## src/rtl/ccu_sequencer.sv

```systemverilog
// rtl/ccu_sequencer.sv - instruction sequencer feeding the colour datapath (optional CCU_SEQ_WATCHDOG_EN)
module ccu_sequencer #(
  parameter int          AW         = 8,
  parameter logic [3:0]  NOP_CODE   = 4'hE,
  parameter int          SETTLE_CYC = 1,
  parameter int          WDOG_MAX   = 255
) (
  input  logic          clk,
  input  logic          rst_n,
  input  logic          start,
  input  logic [AW-1:0] start_addr,
  output logic          busy,
  output logic          done,
  output logic          mem_rd,
  output logic [AW-1:0] mem_addr,
  input  logic [15:0]   mem_rdata,
  input  logic          mem_valid,
  output logic [3:0]    Abus,
  output logic [3:0]    Bbus,
  output logic [3:0]    Rbus,
  output logic [3:0]    n,
  output logic [7:0]    mData,
  input  logic [3:0]    cc,
`ifdef CCU_SEQ_WATCHDOG_EN
  output logic          wdog_err,
`endif
  output logic [AW-1:0] pc_out
);

  typedef enum logic [2:0] {S_IDLE, S_FETCH, S_DECODE, S_ISSUE, S_HALT} state_t;

  state_t        state, state_nx;
  logic [AW-1:0] pc;
  logic [15:0]   ir;
  logic [3:0]    settle;
  logic [3:0]    op;
  logic          br_taken;
  logic [AW-1:0] pc_inc;
  logic [AW-1:0] br_target;
  logic          settle_last;
  logic          wdog_hit;

  assign op          = ir[15:12];
  assign br_taken    = (cc & ir[11:8]) != 4'd0;
  assign pc_inc      = pc + AW'(1);
  // Offset is relative to the instruction after the branch.
  assign br_target   = pc_inc + AW'($signed(ir[7:0]));
  assign settle_last = (settle == 4'(SETTLE_CYC));

`ifdef CCU_SEQ_WATCHDOG_EN
  logic [15:0] wdog_cnt;
  assign wdog_hit = (wdog_cnt == 16'(WDOG_MAX - 1));
`else
  assign wdog_hit = 1'b0;
`endif

  assign mem_addr = pc;
  assign pc_out   = pc;

  always_comb begin
    state_nx = state;
    busy     = 1'b0;
    done     = 1'b0;
    mem_rd   = 1'b0;
    case (state)
      S_IDLE: begin
        if (start) state_nx = S_FETCH;
      end
      S_FETCH: begin
        busy   = 1'b1;
        mem_rd = 1'b1;
        if (mem_valid) state_nx = S_DECODE;
      end
      S_DECODE: begin
        busy = 1'b1;
        if (wdog_hit || op == 4'd15) state_nx = S_HALT;
        else if (op <= 4'd8)         state_nx = S_ISSUE;
        else                         state_nx = S_FETCH;
      end
      S_ISSUE: begin
        busy = 1'b1;
        if (settle_last) state_nx = S_FETCH;
      end
      S_HALT: begin
        done     = 1'b1;
        state_nx = S_IDLE;
      end
      default: state_nx = S_IDLE;
    endcase
  end

  always_ff @(posedge clk) begin
    if (!rst_n) begin
      state  <= S_IDLE;
      pc     <= '0;
      ir     <= '0;
      settle <= '0;
      Abus   <= '0;
      Bbus   <= '0;
      Rbus   <= '0;
      n      <= NOP_CODE;
      mData  <= '0;
`ifdef CCU_SEQ_WATCHDOG_EN
      wdog_cnt <= '0;
      wdog_err <= 1'b0;
`endif
    end else begin
      state <= state_nx;
      case (state)
        S_IDLE: begin
          if (start) begin
            pc <= start_addr;
`ifdef CCU_SEQ_WATCHDOG_EN
            wdog_cnt <= '0;
            wdog_err <= 1'b0;
`endif
          end
        end
        S_FETCH: begin
          if (mem_valid) ir <= mem_rdata;
        end
        S_DECODE: begin
`ifdef CCU_SEQ_WATCHDOG_EN
          wdog_cnt <= wdog_cnt + 16'd1;
`endif
          settle <= '0;
          if (wdog_hit) begin
`ifdef CCU_SEQ_WATCHDOG_EN
            wdog_err <= 1'b1;
`endif
          end else if (op <= 4'd7) begin
            n    <= op;
            Rbus <= ir[11:8];
            Abus <= ir[7:4];
            Bbus <= ir[3:0];
          end else if (op == 4'd8) begin
            n     <= op;
            Rbus  <= ir[11:8];
            Abus  <= '0;
            Bbus  <= '0;
            mData <= ir[7:0];
          end else if (op == 4'd9) begin
            pc <= br_taken ? br_target : pc_inc;
          end else if (op != 4'd15) begin
            pc <= pc_inc;
          end
        end
        S_ISSUE: begin
          // Only the opcode is withdrawn; operand buses keep their last value.
          if (settle_last) begin
            pc <= pc_inc;
            n  <= NOP_CODE;
          end else begin
            settle <= settle + 4'd1;
          end
        end
        default: ;
      endcase
    end
  end

endmodule

```

## config.mk

```make
export PLATFORM = sky130hd
export DESIGN_NAME = ccu_sequencer
export DESIGN_NICKNAME = d
export VERILOG_FILES = /design/src/rtl/ccu_sequencer.sv
export SDC_FILE = /design/constraint.sdc
export NUM_CORES = 1
export LEC_CHECK = 0
export BUFFER_PORTS_ARGS = -buffer_cell sky130_fd_sc_hd__buf_2
export CORE_ASPECT_RATIO = 0.5
export CORE_UTILIZATION = 52
export CTS_CLUSTER_DIAMETER = 120
export DETAILED_ROUTE_END_ITERATION = 10
export HOLD_SLACK_MARGIN = 0.02
export PLACE_DENSITY_LB_ADDON = 0.08
export SLEW_MARGIN = 20
export SYNTH_ARGS = -nofsm -noshare
export SYNTH_HDL_FRONTEND = slang
export SYNTH_SLANG_ARGS = --single-unit
```

## constraint.sdc

```tcl
create_clock -name clk -period 3.2 [get_ports clk]
set_clock_uncertainty 0.15 [all_clocks]
set_input_delay 0.16 -clock clk [delete_from_list [all_inputs] [get_ports clk]]
set_output_delay 0.16 -clock clk [all_outputs]
set_load 0.01 [all_outputs]
```

==> run_results.csv <==
group,metric,value,unit
setup_path,r2r_slack,0.58,ns
cts,cts-buffers-inserted,5,
power_and_ir_drop,ir_worst_vdd,0.000207,V
floorplan,core_area,5070,um^2
power_and_ir_drop,finalPower,1510,uW
yosys,synthesis.nets,377,
floorplan,die-area,5730,um^2
grt,grt_antenna_before_repair,0,
floorplan,start_util,0.555,
route,drc,0,
yosys,syn_area_per_cell,8.45,um^2
yosys,synthArstFlopShare,0,
setup_path,worstPathArrival,2.68,ns
route,wl_per_cell,14.6,um
cts,htree_levels,2,
power_and_ir_drop,power.static_leakage,0.00153,uW
grt,first_global_vias,2319,
final_layout,fin_util,0.687,
route,first_iter_violations,153,
cts,root_buffer,"clkbuf_8",
placement,dp_hpwl,5.10,mm
final_layout,diodes,0,
route,drtAntennaViolNets,0,
floorplan,io_pins,75,
min_path,hp-start,"start_addr[5]",
timing,period_minus_slack,2.62,ns
yosys,synthCells,333,
setup_path,worstPathMaxFanout,8,
setup_path,end_kind,"flip-flop",
power_and_ir_drop,power.density,434,nW/um^2
grt,grt_use_met2,0.434,
yosys,synth_edf_count,0,
min_path,holdPathEnd,"mem_addr[5]$_SDFFE_PN0P_",
floorplan,dieHeight,54.0,um
cts,postCtsSetupRepairBufs,0,
timing,finalCritPeriodShare,0.819,
route,wirelength,7.08,mm
floorplan,die_w,106,um
placement,io_buffer_count,74,
timing,max_slew_margin,0.561,
job,maxCapViolCount,0,
grt,grt_max_degree,27,
grt,grt_overflow,0,
timing,finalHoldViolCount,0,
cts,cts_tree,"done",
yosys,ys_ff_latch,55,
yosys,yosysWarningCount,0,
setup_path,worst_ep_required_time,3.26,ns
final_layout,syn2layout_area_growth,23.7,%
timing,finalSetupTns,0,ns
setup_path,cp-start-kind,"flip-flop",
route,drt-pass1-iter-count,4,
timing,worst_pin_slew,0.655,ns
grt,gr-max-usage-layer,"met2",
timing,rsz0062_at_grt,"no",
timing,drv_slew,0,
floorplan,num_rows,18,
yosys,synth_flop_cell,"dfxtp_1",
final_layout,final_net_count,457,
yosys,yosys.cell_types.count,48,
grt,grt_pass1_wl,11.4,mm
yosys,syn_area,2810,um^2
timing,timing.fmax,0.382,GHz
cts,cts_sinks,55,
setup_path,critPathKind,"reg2reg",
grt,track_usage,0.265,
placement,place_congestion,0.850,
grt,use_met1,0.368,
cts,clk_latency,0.32,ns
route,via_per_inst,5.41,
yosys,ys_seq_area_frac,0.391,
timing,setup_viol,0,
setup_path,reg2reg_to,"mem_addr[7]$_SDFFE_PN0P_",
route,vias,2619,
setup_path,r2r_cells,10,
cts,cts.clk_slew.worst_paths,0.10,ns
final_layout,final_cell_mix,"buf_2, nand2_1, dfxtp_1",
final_layout,layout-drive-gt1-share,0.225,
cts,cts_max_path_buffers,2,
final_layout,final_common_cell,"buf_2",
min_path,hold_depth,3,
setup_path,r2r_start,"mem_addr[0]$_SDFFE_PN0P_",
grt,grtUsageMet3,0.0508,
min_path,min_path_type,"in2reg",
status,status,"finished clean",
[report_power, final]
group          total [uW]  switching, uW  internal (uW)
registers             754           42.8            712
logic                 261            142            120
clock network         495            253            242
total                1510            438           1070
[how the worst max path moves through the flow]
stage / from / endpoint / slack, ns / depth (start not counted)
floorplan: mem_addr[0]$_SDFFE_PN0P_ / mem_addr[7]$_SDFFE_PN0P_ / 0.76 / 11
global placement: mem_addr[0]$_SDFFE_PN0P_ / mem_addr[7]$_SDFFE_PN0P_ / 0.72 / 11
detailed placement: mem_addr[0]$_SDFFE_PN0P_ / mem_addr[7]$_SDFFE_PN0P_ / 0.63 / 11
CTS: mem_addr[0]$_SDFFE_PN0P_ / mem_addr[7]$_SDFFE_PN0P_ / 0.58 / 10
global route: mem_addr[0]$_SDFFE_PN0P_ / mem_addr[7]$_SDFFE_PN0P_ / 0.35 / 11
finish: mem_addr[0]$_SDFFE_PN0P_ / mem_addr[7]$_SDFFE_PN0P_ / 0.58 / 10
[metal layers]
layer / vias to the layer above / routed length (um)
li1: 1314 / -
met2: 98 / 3070
met5: - / 0
met1: 1202 / 3530
met4: 0 / 44
met3: 5 / 433
[cell type report]
cell class	count	area [um^2]
fill	443	1590
multi-input combinational	249	1560
sequential	55	1100
timing repair buffer	97	591
tap	70	87.6
clock buffer	5	68.8
clock inverter	3	50.0
inverter	5	18.8
[stage by stage]
stage	hold slack (ns)	cell area, um^2	setup WS, ns	instances
final	0.0434	3480	0.580	484
after detailed placement	0.266	3170	0.629	457
after CTS	0.0439	3480	0.582	484
after global routing	0.0667	3480	0.350	484
after floorplan	0.146	2810	0.761	333
after global placement	0.257	3170	0.719	457
[cells by family after synthesis]
logic type,Yosys count,share of synthesized area
AOI/OAI and AO/OA,81,0.196
xor gates and xnor gates,11,0.0342
adders and majority gates,12,0.0560
buffers and inverters,29,0.0534
DFF,55,0.391
muxes,14,0.0502
and+or+nand+nor,131,0.219
[critical path, cell delays in order, from the launching register on]
cell and delay (ns):
dfxtp_1 0.49, ha_1 0.23, nand3_1 0.12, xnor2_1 0.29
ha_1 0.34, o211ai_1 0.20, o21ai_0 0.14, a21oi_1 0.15
and3b_1 0.19, xnor2_1 0.14, o21ai_1 0.08
[synth_stat cells (all sizes together), types with 2 or more instances]
library cell	number	share of area
nand3	14	0.025
dfxtp	55	0.39
o2111ai	2	0.0062
nor2b	15	0.033
a21o	3	0.0080
a21boi	15	0.040
ha	11	0.049
a22oi	15	0.040
xor2	2	0.0062
a21oi	20	0.036
and2	2	0.0044
mux2i	13	0.046
buf	13	0.032
nand2	58	0.077
nor3	4	0.0089
inv	5	0.0067
clkbuf	11	0.015
o211ai	3	0.0080
xnor2	9	0.028
o21ai	12	0.021
nor2	23	0.032
and3	3	0.0067
o22ai	3	0.0067
nor3b	3	0.0080
nand2b	3	0.0067
[timing repair]
| item | CTS | global route |
|---|---|---|
| hold buffers | 19 | 0 |
| endpoints found under the setup margin | 0 | 0 |
| gates resized for setup | 0 | 0 |
| endpoints found under the hold margin | 19 | 0 |
[registers in the layout, summed over array words and instances, names as in the netlist]
signal	flops
state	3
settle	4
ir	16
Abus	4
n	4
Rbus	4
mData	8
mem_addr	8
Bbus	4
Power figures use the tool's default switching activity.
